==> src/rtl/writeback_unit.sv <==
// Writeback stage: arbitrates load returns and ALU results onto one
// register-file write port, with a 2-deep ALU holding FIFO and busy scoreboard.
`timescale 1ns/1ps
module writeback_unit (
  input  logic        clk,
  input  logic        reset,
  input  logic        alu_valid,
  input  logic [4:0]  alu_rd,
  input  logic [31:0] alu_data,
  output logic        alu_ready,
  input  logic        ld_issue,
  input  logic [4:0]  ld_issue_rd,
  input  logic        ld_valid,
  input  logic [4:0]  ld_rd,
  input  logic [31:0] ld_data,
  input  logic [4:0]  rs1,
  input  logic [4:0]  rs2,
  output logic        rs1_busy,
  output logic        rs2_busy,
  output logic        write,
  output logic [4:0]  rw,
  output logic [31:0] rwd,
  output logic [1:0]  fifo_count
);

  logic [31:0] busy;
  logic [31:0] busy_nxt;
  logic [4:0]  q_rd [2];
  logic [31:0] q_data [2];
  logic [4:0]  q_rd_nxt [2];
  logic [31:0] q_data_nxt [2];
  logic [1:0]  count;
  logic [1:0]  count_nxt;
  logic [1:0]  count_pop;

  logic        accept;
  logic        has_head;
  logic        sel_ld;
  logic        sel_fifo;
  logic        sel_alu;
  logic        commit;
  logic        push;
  logic        pop;
  logic [4:0]  c_rd;
  logic [31:0] c_data;

  // ready looks only at registered occupancy, never at this cycle's valids
  assign alu_ready  = ~reset & (count < 2'd2);
  assign fifo_count = count;

  always_comb begin
    accept   = alu_valid & alu_ready;
    has_head = count != 2'd0;
    sel_ld   = ld_valid;
    sel_fifo = ~ld_valid & has_head;
    sel_alu  = ~ld_valid & ~has_head & accept;
    commit   = sel_ld | sel_fifo | sel_alu;
    pop      = sel_fifo;
    push     = accept & ~sel_alu;
  end

  always_comb begin
    c_rd   = 5'd0;
    c_data = 32'd0;
    unique case (1'b1)
      sel_ld: begin
        c_rd   = ld_rd;
        c_data = ld_data;
      end
      sel_fifo: begin
        c_rd   = q_rd[0];
        c_data = q_data[0];
      end
      sel_alu: begin
        c_rd   = alu_rd;
        c_data = alu_data;
      end
      default: begin
        c_rd   = 5'd0;
        c_data = 32'd0;
      end
    endcase
  end

  always_comb begin
    q_rd_nxt[0]   = q_rd[0];
    q_rd_nxt[1]   = q_rd[1];
    q_data_nxt[0] = q_data[0];
    q_data_nxt[1] = q_data[1];
    count_pop     = count - {1'b0, pop};
    if (pop) begin
      q_rd_nxt[0]   = q_rd[1];
      q_data_nxt[0] = q_data[1];
    end
    // push only happens with count<2, so the tail slot is 0 or 1
    if (push) begin
      q_rd_nxt[count_pop[0]]   = alu_rd;
      q_data_nxt[count_pop[0]] = alu_data;
    end
    count_nxt = count_pop + {1'b0, push};
  end

  always_comb begin
    busy_nxt = busy;
    if (ld_valid)
      busy_nxt[ld_rd] = 1'b0;
    if (ld_issue)
      busy_nxt[ld_issue_rd] = 1'b1;
    busy_nxt[0] = 1'b0;
  end

  always_ff @(posedge clk) begin
    if (reset) begin
      busy      <= '0;
      count     <= 2'd0;
      q_rd[0]   <= 5'd0;
      q_rd[1]   <= 5'd0;
      q_data[0] <= 32'd0;
      q_data[1] <= 32'd0;
      write     <= 1'b0;
      rw        <= 5'd0;
      rwd       <= 32'd0;
    end else begin
      busy      <= busy_nxt;
      count     <= count_nxt;
      q_rd[0]   <= q_rd_nxt[0];
      q_rd[1]   <= q_rd_nxt[1];
      q_data[0] <= q_data_nxt[0];
      q_data[1] <= q_data_nxt[1];
      write     <= commit & (c_rd != 5'd0);
      if (commit) begin
        rw  <= c_rd;
        rwd <= c_data;
      end
    end
  end

  // the registered-commit term covers the cycle the regfile is written
  assign rs1_busy = ~reset & (rs1 != 5'd0) &
    (busy[rs1] |
     ((count != 2'd0) & (q_rd[0] == rs1)) |
     ((count == 2'd2) & (q_rd[1] == rs1)) |
     (write & (rw == rs1)));

  assign rs2_busy = ~reset & (rs2 != 5'd0) &
    (busy[rs2] |
     ((count != 2'd0) & (q_rd[0] == rs2)) |
     ((count == 2'd2) & (q_rd[1] == rs2)) |
     (write & (rw == rs2)));

endmodule

==> config.mk <==
export PLATFORM = sky130hd
export DESIGN_NAME = writeback_unit
export DESIGN_NICKNAME = d
export VERILOG_FILES = /design/src/rtl/writeback_unit.sv
export SDC_FILE = /design/constraint.sdc
export NUM_CORES = 1
export LEC_CHECK = 0
export BUFFER_PORTS_ARGS = -buffer_cell sky130_fd_sc_hd__buf_2
export CAP_MARGIN = 20
export CORE_MARGIN = 5
export CORE_UTILIZATION = 50
export DETAILED_ROUTE_END_ITERATION = 10
export HOLD_SLACK_MARGIN = 0.03
export PLACE_DENSITY = 0.76
export REMOVE_ABC_BUFFERS = 1
export SETUP_SLACK_MARGIN = 0.5
export SLEW_MARGIN = 40
export SYNTH_ARGS = -nofsm -noshare
export SYNTH_HDL_FRONTEND = slang
export SYNTH_SLANG_ARGS = --single-unit
==> constraint.sdc <==
create_clock -name clk -period 2.8 [get_ports clk]
set_input_delay 0.56 -clock clk [delete_from_list [all_inputs] [get_ports clk]]
set_output_delay 0.56 -clock clk [all_outputs]
set_load 0.02 [all_outputs]
* After elaboration in Yosys (flattened, before gate mapping)
Memory sizes are Yosys's and may differ from the RTL's. Index checks and enable logic that the tools add are counted.
Storage, ports and cells: memories 2, RAM bits 74, output and inout bits 43, input port bits 94, logic and storage cells 99, register bits 72
Memory list:
- q_data | depth 2, width 32, rd ports 2, clocked after memory_dff 0, write ports 2, line 29 | logic [31:0] q_data [2];
- q_rd | depth 2, width 5, rd ports 2, clocked after memory_dff 0, write ports 2, line 28 | logic [4:0] q_rd [2];
Operators by class: mux-type cells 29, equality and inequality tests 7, magnitude comparators 9, add/subtract/negate cells 2, reduce and logical (&&, ||, !) cells 7, bitwise gates (word level) 37
Operators by type and width (count):
- $mux 32 | 6
- $pmux 32 s3 | 1
- $bwmux 64 | 1
- $mux 64 | 1
- $and 32x32->32 | 1
- $demux 32 s1 | 1
- $not 32->32 | 1
- $or 32x32->32 | 1
- $eq 5x5->1 | 6
- $lt 5x6->1 const B | 4
- $mux 5 | 4
- $and 1x1->1 | 17
- $pmux 5 s3 | 1
- $reduce_bool 5->1 | 3
- $or 1x1->1 | 12
- $bmux 1 s5 | 2
- $bwmux 10 | 1
- $demux 1 s5 | 2
- $ge 5x1->1 const B | 2
- $mux 10 | 1
- $mux 1 | 7
- $demux 5 s1 | 1
- $not 1->1 | 4
- $logic_and 1x1->1 | 3
- 8 further kinds | 8

* Longest topological paths before layout
Gate-level depths: netlist of the first run.
depth after elaboration 11, depth in mapped cells 12, gate-level depth less buffers 8

* Least setup slack after synthesis of the first run
Ideal clock, no wire load.
path kind reg-to-reg, start register count[1] (netlist: fifo_count[1]), end register (tool-made name), data required time 2.672 ns, path buffers 4, cell stages (with the launch flop) 13, data arrival time 2.619 ns, setup time 0.128 ns, clock period less this slack 2.747 ns, path slack 0.053 ns, path through dfxtp_1 > or2_1 > buf_2 > nand2_1 > inv_1 > clkbuf_1 > ha_1 > inv_1 > ha_1 > clkbuf_1 > buf_2 > mux2i_1 > nor2_1
RTL lines:
- start: declaration | line 32 | logic [1:0] count;
- start signal: assignment | line 125 | count <= count_nxt;

* Worst setup path after layout of the first run
start register busy[14], end output port rs1_busy
On the way: longest elaborated chain between the ends 6
Ends and longest elaborated chain:
- start: declaration | line 26 | logic [31:0] busy;
- start signal: assignment | line 124 | busy <= busy_nxt;
- $bmux 1 s5 | line 140 | (busy[rs1] |
- $mux 1 (not written as such) | line 140
- $or 1x1->1 | line 140
- $or 1x1->1 | line 141 | ((count != 2'd0) & (q_rd[0] == rs1)) |
- $or 1x1->1 | line 142 | ((count == 2'd2) & (q_rd[1] == rs1)) |
- $and 1x1->1 | line 139 | assign rs1_busy = ~reset & (rs1 != 5'd0) &
- end: declaration | line 18 | output logic rs1_busy,
Every way passes these cells. The select of a mux whose other input is x is not followed.

==> impl_metrics.sql, run 1 <==
INSERT INTO impl_metrics (metric_group, metric, value, unit) VALUES
('global_route', 'grt_start_max_net_pins', '145', ''),
('yosys', 'post_synth_inst_count', '867', ''),
('die', 'floorplan.initialDensity', '51.0', '%'),
('clocking', 'cts_tree', 'done', ''),
('die', 'chipHeight', '129', 'um'),
('sta', 'relSlewSlack', '49.4', '%'),
('hold_path', 'worstHoldStart', 'ld_data[8]', ''),
('power_and_ir_drop', 'p_per_area', '769', 'nW/um^2'),
('yosys', 'mean_cell_area_of_the_mapped_netlist', '8.20', 'sq um'),
('detailed_routing', 'drt-total-wl', '20400', 'um'),
('placed_design', 'io_buffers', '136', ''),
('yosys', 'synth.lib_cells_used.distinct', '40', ''),
('power_and_ir_drop', 'power.static_leakage', '0.00324', 'uW'),
('sta', 'fin_hold_ws', '387', 'ps'),
('setup_path', 'category_of_the_worst_setup_path_launch_point', 'flip-flop', ''),
('cells_and_area', 'layout.nets', '1064', ''),
('clocking', 'cts_buffers', '17', ''),
('clocking', 'htree_levels', '4', ''),
('sta', 'grt_setup_unrepaired', 'yes', ''),
('global_route', 'grt_pass1_wl', '32500', 'um'),
('yosys', 'synth_top_cells_by_area', 'sky130_fd_sc_hd__dfxtp_1, sky130_fd_sc_hd__nand2_1, sky130_fd_sc_hd__nor2_1, sky130_fd_sc_hd__mux2i_1, sky130_fd_sc_hd__a21oi_1', ''),
('clocking', 'worstSkewPairLatency', '420', 'ps'),
('hold_path', 'timing.hold.worst_endpoint', 'rwd[8]$_SDFFE_PP0P_', ''),
('setup_path', 'worst_setup_path_end_kind', 'output port', ''),
('setup_path', 'worst_r2r_path_depth', '8', ''),
('sta', 'max_clock_freq', '385', 'MHz'),
('sta', 'tightestPinTransition', '759', 'ps'),
('global_route', 'grt_pass1_vias', '6418', ''),
('yosys', 'number_of_enable_type_register_cells_in_the_synthesized_netlist', '0', ''),
('setup_path', 'reg2reg_slack', '690', 'ps'),
('detailed_routing', 'routed_via_density', '5.89', ''),
('yosys', 'synth_top_area_cell', 'sky130_fd_sc_hd__dfxtp_1', ''),
('flow_run', 'max-cap-violations', '0', ''),
('clocking', 'clk_root_buffer_cell', 'sky130_fd_sc_hd__clkbuf_16', ''),
('detailed_routing', 'via_count', '6843', ''),
('detailed_routing', 'drt.antenna.violating_nets', '0', ''),
('setup_path', 'timing.critical_path.required', '2240', 'ps'),
('power_and_ir_drop', 'max-vdd-ir-drop', '460', 'uV'),
('sta', 'finalWorstPathRequiredPeriod', '2600', 'ps'),
('yosys', 'synth_seq_cells', '145', ''),
('sta', 'final.setup_skew', '8.76', 'ps'),
('placed_design', 'routabilityCongestion', '0.905', ''),
('cells_and_area', 'mostFrequentLayoutCell', 'sky130_fd_sc_hd__nand2_1', ''),
('setup_path', 'r2r_end', 'write$_SDFF_PP0_', ''),
('sta', 'finalSetupViolCount', '0', ''),
('setup_path', 'criticalPathCategory', 'flip-flop to output port', ''),
('cells_and_area', 'mostFrequentLayoutCells', 'sky130_fd_sc_hd__nand2_1, sky130_fd_sc_hd__dfxtp_1, sky130_fd_sc_hd__buf_2', ''),
('die', 'placeable_core_area', '13900', 'sq um'),
('setup_path', 'r2r_start', 'fifo_count[1]$_SDFF_PP0_', ''),
('yosys', 'synth_async_sr_flop_share', '0', '%'),
('yosys', 'synth-warning-count', '0', ''),
('clocking', 'clock_tree.buffer_depth', '2', ''),
('cells_and_area', 'finish.instance_area', '8540', 'sq um'),
('setup_path', 'timing.critical_path.slowest_cell_delay', '490', 'ps'),
('detailed_routing', 'detailedRoute.firstPassIterationCount', '5', ''),
('setup_path', 'worstPathArrival', '2040', 'ps'),
('die', 'dieWidth', '129', 'um'),
('die', 'row_count', '43', ''),
('setup_path', 'crit_path_max_fanout', '3', ''),
('sta', 'post-route-period-util', '92.8', '%'),
('yosys', 'seq_area_frac_synth', '40.9', '%'),
('cells_and_area', 'multiInputGateArea', '3910', 'sq um'),
('clocking', 'tritoncts_num_sinks', '145', ''),
('placed_design', 'detailed_place.area', '7850', 'sq um'),
('global_route', 'globalRouteOverflowTotal', '0', ''),
('detailed_routing', 'avgRoutedWirePerCell', '17.5', 'um'),
('outcome', 'run_status', 'complete, no violations', ''),
('die', 'i_o_pins', '137', ''),
('setup_path', 'timing.critical_path.from', 'busy[14]$_SDFF_PP0_', ''),
('setup_path', 'crit_path_frequent_cell', 'sky130_fd_sc_hd__mux4_2', ''),
('die', 'die_area', '16700', 'sq um');
## cells by family after synthesis
| logic type | synth area share [%] |
|---|---|
| mux | 11.6 |
| compound gates | 17.3 |
| flops | 40.9 |
| fa+ha+maj | 0.352 |
| simple gates | 21.1 |
| buf+inv | 5.18 |
| xor+xnor | 3.70 |
## final cells by class
class | instances | share of cell area (%)
Tap cell | 180 | 2.64
Multi-Input combinational cell | 640 | 45.8
Inverter | 8 | 0.352
Antenna cell | 1 | 0.0293
Sequential cell | 145 | 34.2
Clock buffer | 21 | 5.39
Clock inverter | 11 | 1.22
Timing Repair Buffer | 156 | 10.3
## stage by stage
stage               total power, uW  instances  setup TNS, ps  utilization, %
floorplan                      3630        793        -178650               -
global placement               4350       1127              0            56.3
detailed placement             4380       1127              0            56.3
CTS                            6550       1160              0            60.7
global route                   6890       1162              0            61.3
finish                         6560       1162              0            61.3
## repair_timing
item,in CTS,in global routing
resized for setup,16,14
pin swaps,8,7
hold buffers,0,0
buffers inserted,1,1
setup endpoints to repair,2,12
## power breakdown
group	total, uW	internal (uW)	switching [uW]
clock network	2170	1270	892
registers	2480	2300	175
logic	1920	669	1250
## synth_stat cells (all sizes together) (4+ instances only)
library cell	n
a21oi	74
a221oi	33
a311oi	39
buf	26
clkbuf	48
dfxtp	145
inv	8
mux2	4
mux2i	46
mux4	14
nand2	152
nand3	40
nand3b	6
nor2	127
nor3	8
nor3b	5
nor4	5
o21ai	36
xnor2	9
xor2	21
## how the worst max path moves through the flow
stage                end  slack (ps)
5_1_grt         rs1_busy         160
6_report        rs1_busy         200
2_1_floorplan  flip-flop       -2240
3_5_place_dp    rs1_busy          50
3_3_place_gp    rs1_busy          70
4_1_cts         rs1_busy         200
## critical path: cells and delay by family, from the launching register on
| kind | cells | cell delay, ps |
|---|---|---|
| compound gates | 1 | 70 |
| simple gates | 1 | 110 |
| mux | 2 | 940 |
| buf+inv | 1 | 160 |
| flops | 1 | 340 |
## metal layers
| metal | GRT usage, % | wire (um) | vias up |
|---|---|---|---|
| met2 | 37.5 | 9360 | 322 |
| met5 | 0 | 7 | - |
| met3 | 5.85 | 1810 | 39 |
| met1 | 33.2 | 8830 | 3214 |
| met4 | 8.77 | 339 | 2 |
| li1 | - | - | 3266 |
(Power assumes the default switching activity.)
==> inputs of run 2 (changes only) <==
--- a/config.mk
+++ b/config.mk
@@ -5,13 +5,14 @@
 export SDC_FILE = /design/constraint.sdc
 export NUM_CORES = 1
 export LEC_CHECK = 0
+export ABC_AREA = 1
 export BUFFER_PORTS_ARGS = -buffer_cell sky130_fd_sc_hd__buf_2
 export CAP_MARGIN = 20
 export CORE_MARGIN = 5
-export CORE_UTILIZATION = 50
+export CORE_UTILIZATION = 51
 export DETAILED_ROUTE_END_ITERATION = 10
 export HOLD_SLACK_MARGIN = 0.03
-export PLACE_DENSITY = 0.76
+export PLACE_DENSITY = 0.77
 export REMOVE_ABC_BUFFERS = 1
 export SETUP_SLACK_MARGIN = 0.5
 export SLEW_MARGIN = 40
==> run 2 against run 1 <==
Effect of this change:
- critical path depth increased by 3
- critical path type unchanged
- cell area up 4.3%
- power increased by 3.3%
- clock-buffer cell count is 1 higher
- via count is 13% higher
- die area rose by 0.66%
- sequential power up 3%
- fmax grew 11%
- synthesized cell count increased by 25%
- worst setup slack better by 260 ps
==> impl_metrics.sql, run 2 <==
INSERT INTO impl_metrics (metric_group, metric, value, unit) VALUES
('outcome', 'run_status', 'complete, no violations', ''),
('setup_path', 'timing.critical_path.required', '2240', 'ps'),
('die', 'floorplan.initialDensity', '52.4', '%'),
('clocking', 'holdBufCountCts', '0', ''),
('yosys', 'synthFlopType', 'sky130_fd_sc_hd__dfxtp_1', ''),
('yosys', 'synth_top_area_cell', 'sky130_fd_sc_hd__dfxtp_1', ''),
('setup_path', 'r2r_start', 'fifo_count[1]$_SDFF_PP0_', ''),
('hold_path', 'timing.hold.worst.class', 'primary input to flip-flop', ''),
('sta', 'tightestPinTransition', '764', 'ps'),
('detailed_routing', 'drt-total-wl', '21600', 'um'),
('global_route', 'grt_pass1_vias', '7167', ''),
('die', 'row_count', '43', ''),
('placed_design', 'io_buffers', '136', ''),
('sta', 'max_clock_freq', '428', 'MHz'),
('setup_path', 'crit_path_frequent_cell', 'sky130_fd_sc_hd__nor2_1', ''),
('setup_path', 'criticalPathCategory', 'flip-flop to output port', ''),
('yosys', 'leading_cell_types_by_count_after_synthesis', 'sky130_fd_sc_hd__nand2_1, sky130_fd_sc_hd__a21oi_1, sky130_fd_sc_hd__dfxtp_1', ''),
('cells_and_area', 'layout-drive-gt1-share', '20.5', '%'),
('sta', 'finalWorstPathRequiredPeriod', '2340', 'ps'),
('die', 'placeable_core_area', '13900', 'sq um'),
('power_and_ir_drop', 'total_power', '6780', 'uW'),
('die', 'chipHeight', '130', 'um'),
('power_and_ir_drop', 'power.static_leakage', '0.00391', 'uW'),
('yosys', 'synth_async_sr_flop_share', '0', '%'),
('placed_design', 'pre_cts_ws', '245', 'ps'),
('sta', 'post-route-period-util', '83.5', '%'),
('cells_and_area', 'layout.nets', '1300', ''),
('detailed_routing', 'route.detailed.drc', '0', ''),
('clocking', 'path_clk_slew', '60', 'ps'),
('yosys', 'mean_cell_area_of_the_mapped_netlist', '6.73', 'sq um'),
('hold_path', 'worstHoldStart', 'alu_data[12]', ''),
('setup_path', 'path_cells', 'xnor2_1, nand4_1, nor2_1, nor2_1, nand2_1, nor2_2, nor2_1, buf_4', ''),
('yosys', 'synth_top_cells_by_area', 'sky130_fd_sc_hd__dfxtp_1, sky130_fd_sc_hd__a21oi_1, sky130_fd_sc_hd__nand2_1, sky130_fd_sc_hd__o21ai_0, sky130_fd_sc_hd__inv_1', ''),
('sta', 'layout_setup_ws', '463', 'ps'),
('detailed_routing', 'via_count', '7719', ''),
('cells_and_area', 'area_delta_synth_final', '22.0', '%'),
('yosys', 'synth-adder-area-share', '0.343', '%'),
('die', 'i_o_pins', '137', ''),
('yosys', 'synthMostInstantiatedCell', 'sky130_fd_sc_hd__nand2_1', ''),
('placed_design', 'dpl.hpwl', '14000', 'um'),
('yosys', 'synth.cell_area', '7300', 'sq um'),
('setup_path', 'worst_setup_path_end_kind', 'output port', ''),
('placed_design', 'routabilityCongestion', '0.979', ''),
('yosys', 'synth.lib_cells_used.distinct', '34', ''),
('die', 'die_area', '16800', 'sq um'),
('detailed_routing', 'drt.antenna.violating_nets', '0', ''),
('yosys', 'synth_xor_xnor_area_share', '1.08', '%'),
('clocking', 'clk_root_buffer_cell', 'sky130_fd_sc_hd__clkbuf_16', ''),
('clocking', 'clock_tree.buffer_depth', '2', ''),
('yosys', 'combinational_family_with_the_most_area_after_synthesis', 'compound AO/OA/AOI/OAI gates', ''),
('sta', 'grt_setup_unrepaired', 'yes', ''),
('detailed_routing', 'detailedRoute.firstPassIterationCount', '6', ''),
('cells_and_area', 'mostFrequentLayoutCells', 'sky130_fd_sc_hd__nand2_1, sky130_fd_sc_hd__a21oi_1, sky130_fd_sc_hd__dfxtp_1', ''),
('die', 'dieWidth', '130', 'um'),
('detailed_routing', 'routed_via_density', '5.52', ''),
('sta', 'number_of_slew_limit_violations_in_the_final_report', '0', ''),
('global_route', 'grt_antenna_before_repair', '3', ''),
('detailed_routing', 'avgRoutedWirePerCell', '15.4', 'um'),
('sta', 'relSlewSlack', '48.9', '%'),
('yosys', 'seq_area_frac_synth', '39.8', '%'),
('power_and_ir_drop', 'max-vdd-ir-drop', '602', 'uV'),
('global_route', 'track_usage', '25.5', '%'),
('sta', 'hold_violations', '0', ''),
('cells_and_area', 'finish.instance_area', '8910', 'sq um'),
('clocking', 'cts_buffers', '17', ''),
('setup_path', 'timing.critical_path.slowest_stage_cell', 'sky130_fd_sc_hd__dfxtp_1', ''),
('yosys', 'post_synth_inst_count', '1084', ''),
('clocking', 'tritoncts_num_sinks', '145', ''),
('detailed_routing', 'drt_iter0_markers', '797', ''),
('yosys', 'synth-warning-count', '0', ''),
('yosys', 'synth_compound_gate_area_share', '27.6', '%'),
('cells_and_area', 'mostFrequentLayoutCell', 'sky130_fd_sc_hd__nand2_1', ''),
('setup_path', 'crit_path_max_fanout', '5', ''),
('yosys', 'synth.mux.area_fraction', '0', '%'),
('yosys', 'number_of_enable_type_register_cells_in_the_synthesized_netlist', '0', ''),
('sta', 'finalSetupViolCount', '0', ''),
('clocking', 'htree_levels', '4', ''),
('setup_path', 'cpLargestDelayFamily', 'simple AND/OR/NAND/NOR gates', ''),
('cells_and_area', 'filler_cell_count', '1295', ''),
('yosys', 'synth_largest_type_area_fraction', '39.8', '%'),
('setup_path', 'sum_of_buffers_and_inverters_on_the_critical_path', '1', ''),
('clocking', 'cts_tree', 'done', ''),
('clocking', 'worstSkewPairLatency', '430', 'ps'),
('setup_path', 'category_of_the_worst_setup_path_launch_point', 'flip-flop', ''),
('global_route', 'grt_pass1_wl', '34600', 'um'),
('sta', 'tns', '0', 'ps'),
('yosys', 'synth_seq_cells', '145', ''),
('sta', 'final.setup_skew', '7.01', 'ps'),
('global_route', 'grt_start_max_net_pins', '81', ''),
('power_and_ir_drop', 'p_per_area', '761', 'nW/um^2'),
('global_route', 'globalRouteOverflowTotal', '0', ''),
('yosys', 'yosys.area_share.simple', '19.4', '%'),
('cells_and_area', 'post-route-util', '63.9', '%'),
('placed_design', 'detailed_place.area', '8020', 'sq um'),
('setup_path', 'timing.critical_path.slowest_cell_delay', '420', 'ps'),
('flow_run', 'max-cap-violations', '0', ''),
('setup_path', 'worstPathArrival', '1780', 'ps');
-- run 2: report_power, final --
group	internal (uW)	switching (uW)
Sequential	2380	170
Clock	1460	909
Combinational	642	1210
Total	4490	2290
-- run 2: layout make-up --
class	instances	area, sq um	area share, %
antenna	1	2.50	0.0281
clock inverter	10	149	1.67
timing repair buffer	164	988	11.1
timing repair inverter	1	5.00	0.0562
tap	180	225	2.53
multi-input combinational	730	3590	40.3
sequential	145	2920	32.8
clock buffer	22	464	5.21
inverter	145	563	6.32
-- run 2: logic make-up after synthesis --
kind of cell | count (synthesis)
compound gates | 382
xor+xnor | 9
fa+ha+maj | 2
buf+inv | 209
flops | 145
simple gates | 337
-- run 2: worst paths after layout --
| check | end | slack, ps | cells after the start |
|---|---|---|---|
| setup / recovery | rs2_busy | 460 | 8 |
| hold / removal | q_data[0][12]$_SDFF_PP0_ | 390 | 3 |
| setup reg to reg | flip-flop | 650 | 10 |
| hold reg to reg | rwd[22]$_SDFFE_PP0P_ | 460 | 2 |
-- run 2: what timing repair did --
item / 4_1_cts / 5_1_grt
buffers inserted: 6 / 9
resized for setup: 10 / 47
pin swaps: 1 / 14
gates cloned: 1 / 0
setup endpoints to repair: 2 / 7
hold endpoints to repair: 0 / 0
-- run 2: worst min-delay path, cell delays in order --
cell and delay [ps]:
sky130_fd_sc_hd__buf_2 70, sky130_fd_sc_hd__inv_1 60, sky130_fd_sc_hd__a21oi_2 100
-- run 2: metal layers --
| layer | track usage (%) | routed length [um] |
|---|---|---|
| met1 | 32.5 | 9030 |
| met2 | 41.3 | 10100 |
| met3 | 7.71 | 1960 |
| met4 | 8.86 | 488 |
| met5 | 0 | 14 |
-- run 2: per-stage QoR --
step,instances,hold slack (ps)
final,1398,394
after global routing,1398,394
after CTS,1388,390
after detailed placement,1349,454
after global placement,1349,452
after floorplan,1020,444
